**src/rtl/ttc_pkg.sv**
```systemverilog
// Shared definitions for the CCB fast-command scheduler: command codes, orbit lengths
// and the resync sequencer state encoding. Sequencer is enabled by TTC_RESYNC_SEQ_EN.
package ttc_pkg;

  localparam logic [5:0] CMD_BC0        = 6'd1;
  localparam logic [5:0] CMD_L1RESET    = 6'd3;
  localparam logic [5:0] CMD_START_TRIG = 6'd6;
  localparam logic [5:0] CMD_STOP_TRIG  = 6'd7;

  localparam logic [11:0] LHC_CYCLE_LONG  = 12'd3564;
  localparam logic [11:0] LHC_CYCLE_SHORT = 12'd924;

  typedef enum logic [2:0] {
    SEQ_IDLE  = 3'd0,
    SEQ_STOP  = 3'd1,
    SEQ_L1R   = 3'd2,
    SEQ_ORB   = 3'd3,
    SEQ_START = 3'd4
  } seq_state_e;

  function automatic logic [11:0] lhc_cycle_len(input logic sel);
    return sel ? LHC_CYCLE_LONG : LHC_CYCLE_SHORT;
  endfunction

endpackage

```
**src/rtl/ttc_resync_seq.sv**
```systemverilog
// Resync sequencer: stop_trigger, l1reset, bc0 on the last BX of the orbit, start_trigger.
// Only instantiated by ttc_cmd_sched when TTC_RESYNC_SEQ_EN is defined.
module ttc_resync_seq
  import ttc_pkg::*;
(
  input  logic        clk_i,
  input  logic        rst_i,
  input  logic        resync_req_i,
  input  logic [11:0] bxn_counter_i,
  input  logic [11:0] lhc_cycle_i,
  input  logic        seq_grant_i,
  output logic        seq_req_o,
  output logic [5:0]  seq_cmd_o,
  output logic        seq_busy_o,
  output logic        resync_drop_o
);

  seq_state_e state_q;
  logic       busy_q;
  logic       drop_q;
  logic       orb_match_s;

  // Equality also excludes any bxn at or beyond the orbit length.
  assign orb_match_s = (bxn_counter_i == (lhc_cycle_i - 12'd1));

  always_comb begin
    seq_req_o = 1'b0;
    seq_cmd_o = 6'd0;
    case (state_q)
      SEQ_STOP:  begin seq_req_o = 1'b1;        seq_cmd_o = CMD_STOP_TRIG;  end
      SEQ_L1R:   begin seq_req_o = 1'b1;        seq_cmd_o = CMD_L1RESET;    end
      SEQ_ORB:   begin seq_req_o = orb_match_s; seq_cmd_o = CMD_BC0;        end
      SEQ_START: begin seq_req_o = 1'b1;        seq_cmd_o = CMD_START_TRIG; end
      default:   begin seq_req_o = 1'b0;        seq_cmd_o = 6'd0;           end
    endcase
  end

  always_ff @(posedge clk_i) begin
    if (rst_i) begin
      state_q <= SEQ_IDLE;
      busy_q  <= 1'b0;
      drop_q  <= 1'b0;
    end else begin
      drop_q <= resync_req_i && (state_q != SEQ_IDLE);
      case (state_q)
        SEQ_IDLE: begin
          if (resync_req_i) begin
            state_q <= SEQ_STOP;
            busy_q  <= 1'b1;
          end
        end
        SEQ_STOP:  if (seq_grant_i) state_q <= SEQ_L1R;
        SEQ_L1R:   if (seq_grant_i) state_q <= SEQ_ORB;
        SEQ_ORB:   if (seq_grant_i) state_q <= SEQ_START;
        SEQ_START: begin
          if (seq_grant_i) begin
            state_q <= SEQ_IDLE;
            busy_q  <= 1'b0;
          end
        end
        default: begin
          state_q <= SEQ_IDLE;
          busy_q  <= 1'b0;
        end
      endcase
    end
  end

  assign seq_busy_o    = busy_q;
  assign resync_drop_o = drop_q;

endmodule

```
**src/rtl/ttc_cmd_sched.sv**
```systemverilog
// CCB fast-command scheduler: holdoff, sequencer > tp > sc arbitration, registered outputs.
// Define TTC_RESYNC_SEQ_EN to compile in the resync sequencer.
module ttc_cmd_sched
  import ttc_pkg::*;
#(
  parameter int unsigned GAP_CYCLES = 8
) (
  input  logic        clk_i,
  input  logic        rst_i,
  input  logic        lhc_cycle_sel_i,
  input  logic [11:0] bxn_counter_i,
  input  logic        sc_req_i,
  input  logic [5:0]  sc_cmd_i,
  output logic        sc_ack_o,
  input  logic        tp_req_i,
  input  logic [5:0]  tp_cmd_i,
  input  logic [11:0] tp_bx_i,
  output logic        tp_ack_o,
  input  logic        resync_req_i,
  output logic        seq_busy_o,
  output logic        resync_drop_o,
  output logic [5:0]  ccb_cmd_o,
  output logic        ccb_cmd_strobe_o
);

  // The counter becomes visible one cycle after the grant, so loading GAP-1
  // spaces consecutive strobes by exactly GAP_CYCLES.
  localparam logic [7:0] HOLD_LOAD = 8'(GAP_CYCLES - 1);

  logic [7:0] holdoff_q, holdoff_d;
  logic [5:0] cmd_q, cmd_d;
  logic       strobe_q, strobe_d;
  logic       sc_ack_q, tp_ack_q;
  logic       sc_grant_s, tp_grant_s, seq_grant_s;
  logic       seq_req_s;
  logic [5:0] seq_cmd_s;
  logic       tp_match_s;

`ifdef TTC_RESYNC_SEQ_EN
  logic [11:0] lhc_cycle_s;
  assign lhc_cycle_s = lhc_cycle_len(lhc_cycle_sel_i);

  ttc_resync_seq u_seq (
    .clk_i         (clk_i),
    .rst_i         (rst_i),
    .resync_req_i  (resync_req_i),
    .bxn_counter_i (bxn_counter_i),
    .lhc_cycle_i   (lhc_cycle_s),
    .seq_grant_i   (seq_grant_s),
    .seq_req_o     (seq_req_s),
    .seq_cmd_o     (seq_cmd_s),
    .seq_busy_o    (seq_busy_o),
    .resync_drop_o (resync_drop_o)
  );
`else
  logic unused_seq_inputs_s;
  assign unused_seq_inputs_s = resync_req_i ^ lhc_cycle_sel_i;
  assign seq_req_s     = 1'b0;
  assign seq_cmd_s     = 6'd0;
  assign seq_busy_o    = 1'b0;
  assign resync_drop_o = 1'b0;
`endif

  assign tp_match_s = tp_req_i && (bxn_counter_i == tp_bx_i);

  always_comb begin
    sc_grant_s  = 1'b0;
    tp_grant_s  = 1'b0;
    seq_grant_s = 1'b0;
    cmd_d       = cmd_q;
    if (holdoff_q == 8'd0) begin
      if (seq_req_s) begin
        seq_grant_s = 1'b1;
        cmd_d       = seq_cmd_s;
      end else if (tp_match_s) begin
        tp_grant_s = 1'b1;
        cmd_d      = tp_cmd_i;
      end else if (sc_req_i) begin
        sc_grant_s = 1'b1;
        cmd_d      = sc_cmd_i;
      end else begin
        cmd_d = cmd_q;
      end
    end else begin
      cmd_d = cmd_q;
    end
  end

  assign strobe_d = seq_grant_s | tp_grant_s | sc_grant_s;

  always_comb begin
    holdoff_d = holdoff_q;
    if (strobe_d) begin
      holdoff_d = HOLD_LOAD;
    end else if (holdoff_q != 8'd0) begin
      holdoff_d = holdoff_q - 8'd1;
    end else begin
      holdoff_d = holdoff_q;
    end
  end

  always_ff @(posedge clk_i) begin
    if (rst_i) begin
      holdoff_q <= 8'd0;
      cmd_q     <= 6'd0;
      strobe_q  <= 1'b0;
      sc_ack_q  <= 1'b0;
      tp_ack_q  <= 1'b0;
    end else begin
      holdoff_q <= holdoff_d;
      cmd_q     <= cmd_d;
      strobe_q  <= strobe_d;
      sc_ack_q  <= sc_grant_s;
      tp_ack_q  <= tp_grant_s;
    end
  end

  assign ccb_cmd_o        = cmd_q;
  assign ccb_cmd_strobe_o = strobe_q;
  assign sc_ack_o         = sc_ack_q;
  assign tp_ack_o         = tp_ack_q;

endmodule

```
**config.mk**
```make
export PLATFORM = sky130hd
export DESIGN_NAME = ttc_cmd_sched
export DESIGN_NICKNAME = d
export VERILOG_FILES = /design/src/rtl/ttc_pkg.sv /design/src/rtl/ttc_resync_seq.sv /design/src/rtl/ttc_cmd_sched.sv
export SDC_FILE = /design/constraint.sdc
export NUM_CORES = 1
export LEC_CHECK = 0
export CAP_MARGIN = 20
export CORE_MARGIN = 5
export CORE_UTILIZATION = 41
export DETAILED_ROUTE_END_ITERATION = 10
export HOLD_SLACK_MARGIN = 0.02
export PLACE_DENSITY_LB_ADDON = 0.1
export RECOVER_POWER = 50
export SYNTH_ARGS = -nofsm -noshare
export SYNTH_HDL_FRONTEND = slang
export SYNTH_SLANG_ARGS = --single-unit
```
**constraint.sdc**
```tcl
create_clock -name clk_i -period 3.77 [get_ports clk_i]
set_input_delay 0.377 -clock clk_i [delete_from_list [all_inputs] [get_ports clk_i]]
set_output_delay 0.377 -clock clk_i [all_outputs]
set_load 0.01 [all_outputs]
```
==> impl.org, run 1 <==
** Global route
- Vias in the first global route :: 889
- The first global-routing pass estimated 3.705 mm of wire.
- Entering global routing, the biggest net connects 12 pins.
- After global routing the overflow that remains totals 0.
- Number of antenna violations at the first check in global routing :: 0
- Across every metal layer, demand over resource in global routing totals 0.1393.

** Clock network
- The tree is rooted in a sky130_fd_sc_hd__clkbuf_4.
- Clock latency on the worst-skew pair :: 0.29 ns
- Quantity of hold-fixing buffers added after cts :: 0
- Number of buffers inserted by post-CTS setup repair :: 0
- CTS built an H-tree with a depth of 1.
- Number of gates given a new drive strength after cts :: 0
- Clock-pin slew was measured on the worst setup and hold paths at 0.09 ns.
- TritonCTS built the clock tree.
- Count of clock tree sinks :: 17
- Buffers inserted during clock tree synthesis total 3.
- Counting along the longest clock path gives a buffer depth of 2.

** Synth
- In this run the mean area of a mapped cell was 9.895 um^2.
- Area leader, netlist :: sky130_fd_sc_hd__dfxtp_1
- Yosys cell types :: 25
- Counting flops and latches in the post-synthesis netlist gives 17.
- Yosys printed 0 warnings.
- The most common cell in the synthesized netlist is sky130_fd_sc_hd__dfxtp_1.
- Netlist area before placement :: 969.7 um^2
- Of the post-synthesis cell area, the dominant cell type holds 0.3510.
- Synth Flop Type :: sky130_fd_sc_hd__dfxtp_1
- In the synthesized netlist the async set-or-reset flop fraction comes to 0.
- Yosys mapped a number of flops with a built-in enable equal to 0.
- Synthesis produced 98 cells.
- Leading cell types by total area after synthesis :: sky130_fd_sc_hd__dfxtp_1, sky130_fd_sc_hd__xnor2_1, sky130_fd_sc_hd__mux2i_1
- Of the synthesized area, sequential elements account for 0.3510.
- Most common library cells after synthesis :: sky130_fd_sc_hd__dfxtp_1, sky130_fd_sc_hd__xnor2_1, sky130_fd_sc_hd__nor2_1

** Timing
- Relative slew slack :: 0.4142
- Setup Total Neg Slack :: 0 ns
- In the finished design, the share of the clock period the worst path needs comes to 0.5562.
- The smallest clock period supported by the final layout is computed as 2.097 ns.
- Slew of the pin with the lowest slew margin :: 0.8707 ns
- RSZ-0062 raised after global routing :: false
- The final hold violation count is 0.
- Max Freq :: 476.9 MHz
- Final setup skew :: 0.005092 ns
- Hold timing on the final database bottoms out at a slack of 0.4729 ns.
- Number of endpoints failing setup at the final stage :: 0
- Max-slew violations :: 0

** Floorplanning
- Core Area :: 2233 um^2
- The initial utilization of the core area, before any placement, comes to 0.4342.
- The die is 58.63 um tall.
- The die covers 3437 um^2.
- Ports :: 53
- The floorplan step set the die width to 58.63 um.
- Std cell rows :: 17

** Detailed routing
- Final routed wirelength across all metal layers :: 2.169 mm
- The pre-antenna-repair detailed-routing pass consisted of 3 iterations.
- For this block, the initial DRC count from the detailed router was 5.
- Post-route DRC :: 0
- Vias per cell :: 4.722
- Across all layers, the routed design uses 831 vias.
- In the final routed layout, each cell accounts on average for 12.32 um.
- Antenna violation net count after detailed routing :: 0

** Place
- Cell total after placement :: 172
- Once detailed placement completed, the half-perimeter wirelength came to 1.819 mm.
- During placement, the flow inserted port buffers numbering 48.
- The congestion estimate from routability-driven global placement came to 0.6819.
- In this run the cell area measured after placement is 1463 um^2.

** Power and ir drop
- Leak Pwr :: 0.5557 nW
- Max rail drop VDD :: 0.0003345 V
- Power per cell area :: 453.9 nW/um^2
- Total Power Consumption :: 0.6679 mW

** Cells and area
- The number of antenna diodes in the final layout is 0.
- Fillers :: 206
- Multi-input logic area :: 574.3 um^2
- Of the cells placed in the final design, the portion with a size suffix greater than 1 is 0.05405.
- Sequential cell area in the final layout :: 340.3 um^2
- Relative to the synthesized area, the layout overhead comes to 51.74%.
- Area of all placed cells without fillers :: 1471 um^2
- In the final design database the tool counted 193 nets.
- The count of cells in the finished layout, fillers not included, comes to 176.

** Setup path
- The cell family contributing the most delay on the critical path is simple AND/OR/NAND/NOR gates.
- The setup path with the least slack is of type primary input to flop.
- Worst path cell trace :: clkdlybuf4s50_1, xnor2_1, nand3_1, nor4_4, o31ai_2, o2bb2ai_1
- The worst register-to-register path has a setup slack of 1.68 ns.
- Setup crit start kind :: primary input
- STA puts the critical path data required time at 3.95 ns.
- Capturing element type of the critical path :: flop
- On the worst path, the slowest cell contributes a delay of 0.74 ns.
- For this design, the slowest cell found on the critical path is sky130_fd_sc_hd__nor4_4.
- Arrival time worst endpoint :: 2.27 ns
- Worst-path fanout max :: 11
- WP buf/inv :: 1

** Job
- Max-cap violations in this run came to 0.

** Run status
- Outcome :: finished, final reports clean

** Hold path
- Classification of the worst-slack hold path :: flop to flop
[placed cells by master (no fill, tap or decap)]
cell type / netlist / final
sky130_fd_sc_hd__clkdlybuf4s50_1: 0 / 40
sky130_fd_sc_hd__dfxtp_1: 17 / 17
sky130_fd_sc_hd__xnor2_1: 14 / 14
sky130_fd_sc_hd__nor2_1: 10 / 10
sky130_fd_sc_hd__dlygate4sd3_1: 0 / 8
sky130_fd_sc_hd__and2_1: 6 / 6
sky130_fd_sc_hd__mux2i_1: 6 / 6
sky130_fd_sc_hd__o2bb2ai_1: 6 / 6
sky130_fd_sc_hd__inv_1: 4 / 4
sky130_fd_sc_hd__nor3b_1: 4 / 4
sky130_fd_sc_hd__nand2_1: 3 / 3
sky130_fd_sc_hd__xor2_1: 3 / 3
sky130_fd_sc_hd__a21oi_1: 3 / 3
sky130_fd_sc_hd__clkbuf_4: 0 / 3
sky130_fd_sc_hd__nand3_1: 2 / 2
sky130_fd_sc_hd__nand4_1: 2 / 2
sky130_fd_sc_hd__o31ai_2: 2 / 2
sky130_fd_sc_hd__nand3b_1: 2 / 2
sky130_fd_sc_hd__o31a_1: 2 / 2
sky130_fd_sc_hd__ha_1: 2 / 2
sky130_fd_sc_hd__conb_1: 1 / 2
sky130_fd_sc_hd__nor4_4: 2 / 1
sky130_fd_sc_hd__nor4_1: 0 / 1
sky130_fd_sc_hd__nand4b_4: 1 / 1
sky130_fd_sc_hd__nand2b_1: 0 / 1
sky130_fd_sc_hd__nor3_1: 1 / 1
sky130_fd_sc_hd__or2_2: 1 / 1
sky130_fd_sc_hd__clkbuf_1: 0 / 1
[stage by stage]
step           worst slack (ns)  utilization
2_1_floorplan             2.252            -
3_3_place_gp              1.364       0.6549
3_5_place_dp              1.344       0.6549
4_1_cts                   1.674       0.6667
5_1_grt                   1.464       0.6588
6_report                  1.673       0.6588
[worst paths after layout]
kind / startpoint / end / cells past startpoint
max: bxn_counter_i[2] / ccb_cmd_o[5] / 6
min: ccb_cmd_o[5] / ccb_cmd_o[5] / 1
max reg2reg: holdoff_q[2] / ccb_cmd_o[5] / 5
min reg2reg: ccb_cmd_o[5] / ccb_cmd_o[5] / 1
[registers in the layout, indices dropped and copies added, names as in the netlist]
signal            cells
sc_ack_o              1
ccb_cmd_strobe_o      1
ccb_cmd_o             6
holdoff_q             8
tp_ack_o              1
[routing by layer]
layer / global-route usage / up-vias / part of all wire
li1: - / 434 / -
met4: 0.04207 / 0 / 0.012
met3: 0.05482 / 2 / 0.064
met2: 0.2440 / 23 / 0.52
met5: 0 / - / 0
met1: 0.1549 / 372 / 0.40
[power by group]
group	leakage [nW]	total, mW	switching [mW]	internal, mW
logic	0.402	0.311	0.145	0.166
registers	0.139	0.262	0.0349	0.227
clock network	0.0150	0.0956	0.0544	0.0411
[layout make-up]
class,instances,share of cell area
Clock buffer,4,0.01786
Inverter,4,0.01020
Multi-Input combinational cell,75,0.3903
Sequential cell,17,0.2313
Tap cell,28,0.02381
Timing Repair Buffer,48,0.3265
[logic make-up (layout without fill, tap and decap cells)]
group           count (synthesis)  after routing  synth area share
xor+xnor                       17             17            0.1536
fa+ha+maj                       2              2           0.02580
compound gates                 13             13            0.1135
buf+inv                         7             56           0.04257
other cells                     1              2          0.003867
flops                          17             17            0.3510
mux                             6              6           0.06194
simple gates                   35             35            0.2477
No activity file was read; power rests on OpenSTA's default activity.
==> run 2: changes to the inputs <==
--- a/config.mk
+++ b/config.mk
@@ -7,7 +7,7 @@
 export LEC_CHECK = 0
 export CAP_MARGIN = 20
 export CORE_MARGIN = 5
-export CORE_UTILIZATION = 41
+export CORE_UTILIZATION = 38
 export DETAILED_ROUTE_END_ITERATION = 10
 export HOLD_SLACK_MARGIN = 0.02
 export PLACE_DENSITY_LB_ADDON = 0.1
==> constraint.sdc (replaced) <==
create_clock -name clk_i -period 2 [get_ports clk_i]
set_input_delay 0.2 -clock clk_i [delete_from_list [all_inputs] [get_ports clk_i]]
set_output_delay 0.2 -clock clk_i [all_outputs]
set_load 0.01 [all_outputs]
==> run 2 against run 1 <==
Compared with the run above: power is 93% higher; cell count is 1.7% higher; clock power is 89% higher; sequential power is 92% higher; worst hold slack worse by 0.0040 ns.
==> impl.org, run 2 (synthesis results as in run 1) <==
** Timing
- Number of endpoints failing setup at the final stage :: 0 (unchanged)
- The max-slew violation total from the final report came to 0 (unchanged).
- In the finished design, the share of the clock period the worst path needs comes to 0.8096.
- Slack of the critical path :: 0.3808 ns (-1.293 ns)
- The final hold violation count is 0 (unchanged).
- Setup repair after global routing left no endpoint under its margin.
- The total negative setup slack is 0 ns (unchanged).
- The maximum clock skew at final layout came to 0.004553 ns (-0.0005389 ns).
- The hold slack came to 0.4689 ns (-0.004032 ns).
- Time the worst path needs with I/O delays and setup :: 1.619 ns
- Max Freq :: 617.6 MHz

** Cells and area
- Largest Register :: holdoff_q
- Share of cells above drive strength 1 :: 0.07383 (+0.01977)
- The library cell used most frequently in the layout, excluding fill and tap cells, is sky130_fd_sc_hd__clkdlybuf4s50_1.
- Fraction of the core area covered by cells at the end of the flow :: 0.6157 (-0.04313)
- The net count reported at finish was 194 (+0.52%).
- P&R area growth vs syn :: 55.87%
- Flip-flop count of the largest register, all copies and words added :: 8 (unchanged)
- Antenna Cells :: 0 (unchanged)
- Most frequent cells in the layout :: sky130_fd_sc_hd__clkdlybuf4s50_1, sky130_fd_sc_hd__dfxtp_1, sky130_fd_sc_hd__xnor2_1, sky130_fd_sc_hd__nor2_1, sky130_fd_sc_hd__dlygate4sd3_1

** Setup path
- On the critical path, the stage with the largest delay is an instance of sky130_fd_sc_hd__nor4_4.
- Arrival time worst endpoint :: 1.79 ns (-0.48 ns)
- Worst Setup Path Type :: flop to flop
- The worst reg-to-reg setup slack came to 0.38 ns (-1.30 ns).
- Worst-path fanout max :: 7 (-4)
- Setup crit start kind :: flop
- The data required time at the worst endpoint came to 2.17 ns (-1.78 ns).
- Number of cells on the worst reg-to-reg path :: 5 (unchanged)
- The worst setup path is captured at a flop.
- Walking the worst path, the cells encountered are nor4_4, nand4b_4, nand2b_2, o31ai_2, o2bb2ai_1.
- Worst stage delay on the critical path :: 0.43 ns (-0.31 ns)
- End of the worst register-to-register path :: ccb_cmd_o[2]
- The startpoint identified for the worst register-to-register timing path is holdoff_q[2].

** Place
- Routability congestion estimate :: 0.7465 (+9.5%)
- Count of input and output buffers :: 48 (unchanged)
- The estimated wirelength of the detail-placed design came to 1.808 mm (-0.61%).
- Place WS :: 0.1105 ns (-1.233 ns)

** Power and ir drop
- The peak ir drop on the vdd network was 0.0006820 V (+100%).
- The leakage power came to 0.5712 nW (+2.8%).
- Power per cell area :: 852.9 nW/um^2 (+88%)

** Run status
- Outcome :: finished, final reports clean

** Floorplanning
- The die area came to 3662 um^2 (+6.5%).
- The number of standard-cell rows in the floorplan is 18 (+1).
- Core Area :: 2455 um^2 (+9.9%)
- The die span in y came to 60.52 um (+3.2%).
- Effective utilization at floorplan :: 0.3950 (-0.03917)
- Ports :: 53 (unchanged)
- The die boundary width is 60.52 um (+3.2%).

** Clock network
- CTS Buf Count :: 3 (unchanged)
- The maximum number of buffers from clock root to sink came to 2 (unchanged).
- The cts-stage hold buffer count was 0 (unchanged).
- Clock latency on the worst-skew pair :: 0.29 ns (about the same)
- The register clock-pin slew on the reported worst setup and hold paths is 0.09 ns (about the same).
- The sink count of the clock tree is 17 (unchanged).
- The number of gates resized after CTS came to 0 (unchanged).
- CTS tree :: done
- The count of H-tree levels built during CTS is 1 (unchanged).
- The cell sitting at the root of the clock tree is a sky130_fd_sc_hd__clkbuf_4.
- The post-CTS repair timing setup buffer count was 0 (unchanged).

** Detailed routing
- Final routed wirelength across all metal layers :: 2.151 mm (-0.83%)
- Number of design-rule violations left by the first detailed-router iteration :: 16 (+11)
- The average wire length per cell after detail routing came to 12.02 um (-2.5%).
- The via-per-instance ratio is 4.665 (-1.2%).
- Post-route DRC :: 0 (unchanged)
- The via count of the routed design was 835 (+0.48%).
- The antenna violation net count after detailed routing is 0 (unchanged).
- The number of detailed-routing iterations run before antenna repair is 2 (-1).

** Hold path
- The worst hold path belongs to the class flop to flop.
- Hold worst-path end :: ccb_cmd_o[4]
- The worst hold path begins at ccb_cmd_o[4].
- The number of stages on the worst hold path came to 1 (unchanged).

** Global route
- The global route total overflow came to 0 (unchanged).
- Maximum number of pins on one net before global-route repair :: 12 (unchanged)
- Combined global-route utilization of all metal layers :: 0.1352 (-0.004062)
- Number of antenna violations at the first check in global routing :: 0 (unchanged)
- First-pass GRT wire length :: 3.726 mm (+0.57%)
- The via count of the first global-routing pass came to 877 (-1.3%).

** Job
- Reported max-cap violation count :: 0 (unchanged)
## run 2: cell types whose count changed in the layout (fill, tap and decap cells not counted)
cell	delta
sky130_fd_sc_hd__buf_12	+1
sky130_fd_sc_hd__clkdlybuf4s50_1	-1
sky130_fd_sc_hd__dlygate4sd3_1	+1
sky130_fd_sc_hd__nand2b_1	-1
sky130_fd_sc_hd__nand2b_2	+1
sky130_fd_sc_hd__nor4_1	-1
sky130_fd_sc_hd__nor4_4	+1
## run 2: report_power, final
group / switching (mW) / internal [mW] / leakage (nW)
registers: 0.0751 / 0.427 / 0.139
logic: 0.278 / 0.328 / 0.417
clock network: 0.103 / 0.0776 / 0.0150
## run 2: area by class of cell
class | instances | area, um^2
clock buffers | 4 | 26.28
fillers | 220 | 943.4
inverters | 4 | 15.01
multi-input cells | 75 | 591.8
flip-flops and latches | 17 | 340.3
well taps | 30 | 37.54
repair buffers | 49 | 500.5
## run 2: through the flow
| step | power [mW] | std cells | instance area, um^2 |
|---|---|---|---|
| after global routing | 1.398 | 179 | 1511 |
| after global placement | 1.114 | 175 | 1485 |
| final | 1.289 | 179 | 1511 |
| after floorplan | 0.9105 | 99 | 973.4 |
| after CTS | 1.324 | 179 | 1511 |
| after detailed placement | 1.137 | 175 | 1485 |
## run 2: worst max path at each step
stage	from	end	slack, ns
detailed placement	tp_bx_i[2]	ccb_cmd_o[4]	0.11
CTS	holdoff_q[2]	ccb_cmd_o[1]	0.35
global route	holdoff_q[2]	ccb_cmd_o[2]	0.20
global placement	tp_bx_i[2]	ccb_cmd_o[1]	0.13
floorplan	holdoff_q[2]	ccb_cmd_o[0]	0.59
finish	holdoff_q[2]	ccb_cmd_o[2]	0.38
## run 2: routing by layer
layer | part of all wire | GRT usage | up-vias | wire length, um
met5 | 0 | 0 | - | 0
met1 | 0.42 | 0.1525 | 375 | 899
met2 | 0.54 | 0.2485 | 18 | 1155
met4 | 0.0033 | 0.02786 | 0 | 7
met3 | 0.041 | 0.04468 | 2 | 88
li1 | - | - | 440 | -
## run 2: worst max-delay path, delay by kind of cell, from the launching register on
family	cells	cell delay (ns)
AND/OR/NAND/NOR	3	0.81
flip-flops	1	0.38
AO/OA/AOI/OAI	2	0.30
==> run 3: changes to the inputs <==
==> constraint.sdc (replaced) <==
create_clock -name clk_i -period 1.5 [get_ports clk_i]
set_input_delay 0.15 -clock clk_i [delete_from_list [all_inputs] [get_ports clk_i]]
set_output_delay 0.15 -clock clk_i [all_outputs]
set_load 0.01 [all_outputs]
==> run 3 against run 2 <==
Compared with the run above: clock skew grew 0.0049 ns; wire length is 16% higher; global-route usage increased by 0.56 points; first-iteration DRC count fell by 44%; worst hold slack improved by 0.0054 ns; non-clock buffer count grew 11; clock-buffer cell count unchanged; clock power is 34% higher; flip-flop and latch count did not move; design area increased by 11%; sequential power rose by 30%; die area stayed put; critical path type is now primary input to flop; largest cell class is now buffers; largest power group unchanged.
==> impl.org, run 3 (synthesis results as in run 1) <==
** Timing
- Of the available clock period, the critical path in the final layout requires 0.9577.
- The max-slew violation total from the final report is 0 (unchanged).
- The smallest clock period supported by the final layout is computed as 1.437 ns.
- The setup violation total in the final timing report came to 0 (unchanged).
- For this run, the top clock speed supported by timing is 696.1 MHz.
- Final setup skew :: 0.009457 ns (+0.004904 ns)
- The final hold violation count was 0 (unchanged).
- Setup Total Neg Slack :: 0 ns (unchanged)

** Setup path
- Worst stage delay on the critical path :: 0.42 ns (about the same)
- Setup slack, reg-to-reg :: 0.10 ns (-0.28 ns)
- Number of cells on the worst reg-to-reg path :: 5 (unchanged)
- Worst Setup Path Type :: primary input to flop
- Worst-path fanout max :: 5 (-2)
- End of the worst register-to-register path :: sc_ack_o
- The worst setup path is launched from a primary input.
- In this run the critical register-to-register path is launched from holdoff_q[3].
- The data arrival at the endpoint of the critical path came to 1.63 ns (-0.16 ns).
- STA classifies the critical path endpoint as a flop.
- Worst path slowest cell :: sky130_fd_sc_hd__clkdlybuf4s50_1
- Worst path cell trace :: clkdlybuf4s50_1, xnor2_1, nand3_1, nor4_4, buf_4, clkbuf_16, or2_4, o31a_1
- The data required time at the worst endpoint came to 1.69 ns (-0.48 ns).

** Clock network
- In this run the clock root is driven by a sky130_fd_sc_hd__clkbuf_4.
- The maximum number of buffers from clock root to sink came to 2 (unchanged).
- Quantity of hold-fixing buffers added after cts :: 0 (unchanged)
- Clk pin slew, worst setup/hold paths :: 0.10 ns (about the same)
- The sink count of the clock tree came to 17 (unchanged).
- Maximum level of the CTS H-tree :: 1 (unchanged)
- CTS Buf Count :: 3 (unchanged)
- CTS tree :: done
- The source-to-sink clock delay at the later pin of the worst-skew pair is 0.29 ns (about the same).

** Place
- The cell count after placement is 183 (+4.6%).
- The area after detailed placement was 1545 um^2 (+4.0%).
- The quantity of I/O buffers inserted on ports is 48 (unchanged).
- The routability-driven placement congestion ratio was 0.7265 (-2.7%).
- The estimated wirelength of the detail-placed design came to 1.871 mm (+3.5%).

** Floorplanning
- The die span in y came to 60.52 um (unchanged).
- The number of standard-cell rows in the floorplan was 18 (unchanged).
- Ports :: 53 (unchanged)
- The die area was 3662 um^2 (unchanged).
- The initial core utilization was 0.3950 (unchanged).
- The die boundary width came to 60.52 um (unchanged).
- The placeable core region came to 2455 um^2 (unchanged).

** Cells and area
- The summed area of non-filler cells in the final layout was 1675 um^2 (+11%).
- Compared with the post-synthesis result, the final layout area differs by 72.77%.
- The share of layout cells above drive strength 1 was 0.1375 (+0.06367).
- Most frequent cells in the layout :: sky130_fd_sc_hd__dlymetal6s2s_1, sky130_fd_sc_hd__clkdlybuf4s50_1, sky130_fd_sc_hd__dfxtp_1, sky130_fd_sc_hd__xnor2_1, sky130_fd_sc_hd__nor2_1
- Fillers :: 207 (-5.9%)
- The net count reported at finish was 205 (+5.7%).
- Fraction of the core area covered by cells at the end of the flow :: 0.6825 (+0.06677)
- The final cell count without fillers came to 190 (+6.1%).
- Largest Register :: holdoff_q
- The flip-flop count of the largest register, all copies and words added was 8 (unchanged).
- Antenna Cells :: 0 (unchanged)

** Detailed routing
- The average wire length per cell after detail routing is 13.12 um (+9.1%).
- The via-per-instance ratio is 4.611 (-1.2%).
- Final routed wirelength across all metal layers :: 2.492 mm (+16%)
- Antenna violation net count after detailed routing :: 0 (unchanged)
- First-pass iteration count of the detailed router :: 4 (+2)
- The violation count after the first detailed-routing iteration is 9 (-7).
- The via count of the routed design came to 876 (+4.9%).
- The total DRC errors in the routed layout is 0 (unchanged).

** Global route
- The number of antenna violations at the first check in global routing was 0 (unchanged).
- The maximum number of pins on one net before global-route repair was 12 (unchanged).
- The all-layer global routing usage came to 0.1409 (+0.005628).
- The first-pass GRT wire length is 3.953 mm (+6.1%).
- The via count of the first global-routing pass was 926 (+5.6%).
- The global route total overflow is 0 (unchanged).

** Hold path
- Source of the worst hold timing path :: ccb_cmd_o[1]
- Classification of the worst-slack hold path :: flop to flop
- The number of stages on the worst hold path is 1 (unchanged).
- The worst hold path terminates at ccb_cmd_o[1].

** Job
- The number of violations of the max-capacitance limit came to 0 (unchanged).

** Power and ir drop
- Leak Pwr :: 0.8141 nW (+43%)
- The ratio of total power to cell area was 1092 nW/um^2 (+28%).
- Max rail drop VDD :: 0.0009885 V (+45%)

** Run status
- Outcome :: finished, final reports clean
==> run 3: cell count changes in the layout (fill, tap and decap cells not counted), sizes merged <==
cell           change
dlygate4sd3        -1
clkdlybuf4s50     -19
clkbuf             +2
buf                +9
dlymetal6s2s      +20
==> run 3: final cells by class <==
cell class,count,area [um^2],area share
multi-input cells,75,608.1,0.3630
clock buffers,4,26.28,0.01568
repair buffers,60,646.9,0.3861
flip-flops and latches,17,341.6,0.2039
inverters,4,15.01,0.008962
well taps,30,37.54,0.02240
==> run 3: through the flow <==
| step | setup WS (ns) | hold WS [ns] | power (mW) |
|---|---|---|---|
| floorplan | 0.09204 | 0.2502 | 1.214 |
| global placement | -0.2875 | 0.4496 | 1.569 |
| CTS | 0.01902 | 0.4804 | 1.872 |
| detailed placement | -0.3189 | 0.4473 | 1.594 |
| finish | 0.06347 | 0.4743 | 1.829 |
| global route | -0.001458 | 0.4963 | 1.975 |
==> run 3: what timing repair did <==
item	in CTS	in global routing
endpoints found under the setup margin	1	7
pin swaps	2	17
gates cloned	0	1
setup buffers	1	2
gates resized for setup	0	24
==> run 3: worst max-delay path: cells and delay by family <==
kind | cells | cell delay [ns]
AO/OA/AOI/OAI | 1 | 0.23
AND/OR/NAND/NOR | 3 | 0.40
buffers and inverters | 3 | 0.73
XOR/XNOR | 1 | 0.13
==> run 3: power breakdown <==
group / internal, mW / switching (mW) / total, mW
Clock: 0.103 / 0.139 / 0.242
Combinational: 0.509 / 0.424 / 0.933
Sequential: 0.571 / 0.0827 / 0.654
==> run 3: worst max path at each step <==
| stage | start | to | slack (ns) | cells after the start |
|---|---|---|---|---|
| after floorplan | holdoff_q[2] | ccb_cmd_o[0] | 0.09 | 5 |
| after global placement | tp_bx_i[8] | ccb_cmd_o[1] | -0.29 | 7 |
| after detailed placement | tp_bx_i[5] | ccb_cmd_o[0] | -0.32 | 7 |
| after CTS | tp_bx_i[10] | ccb_cmd_o[0] | 0.02 | 7 |
| after global routing | holdoff_q[3] | ccb_cmd_o[2] | -0.001 | 5 |
| final | tp_bx_i[11] | holdoff_q[0] | 0.06 | 8 |
==> run 3: layer usage <==
metal	vias to the layer above	wire length, um	GRT usage
li1	459	-	-
met1	395	1030	0.1716
met2	20	1334	0.2438
met3	2	101	0.05319
met4	0	27	0.01858
met5	-	0	0
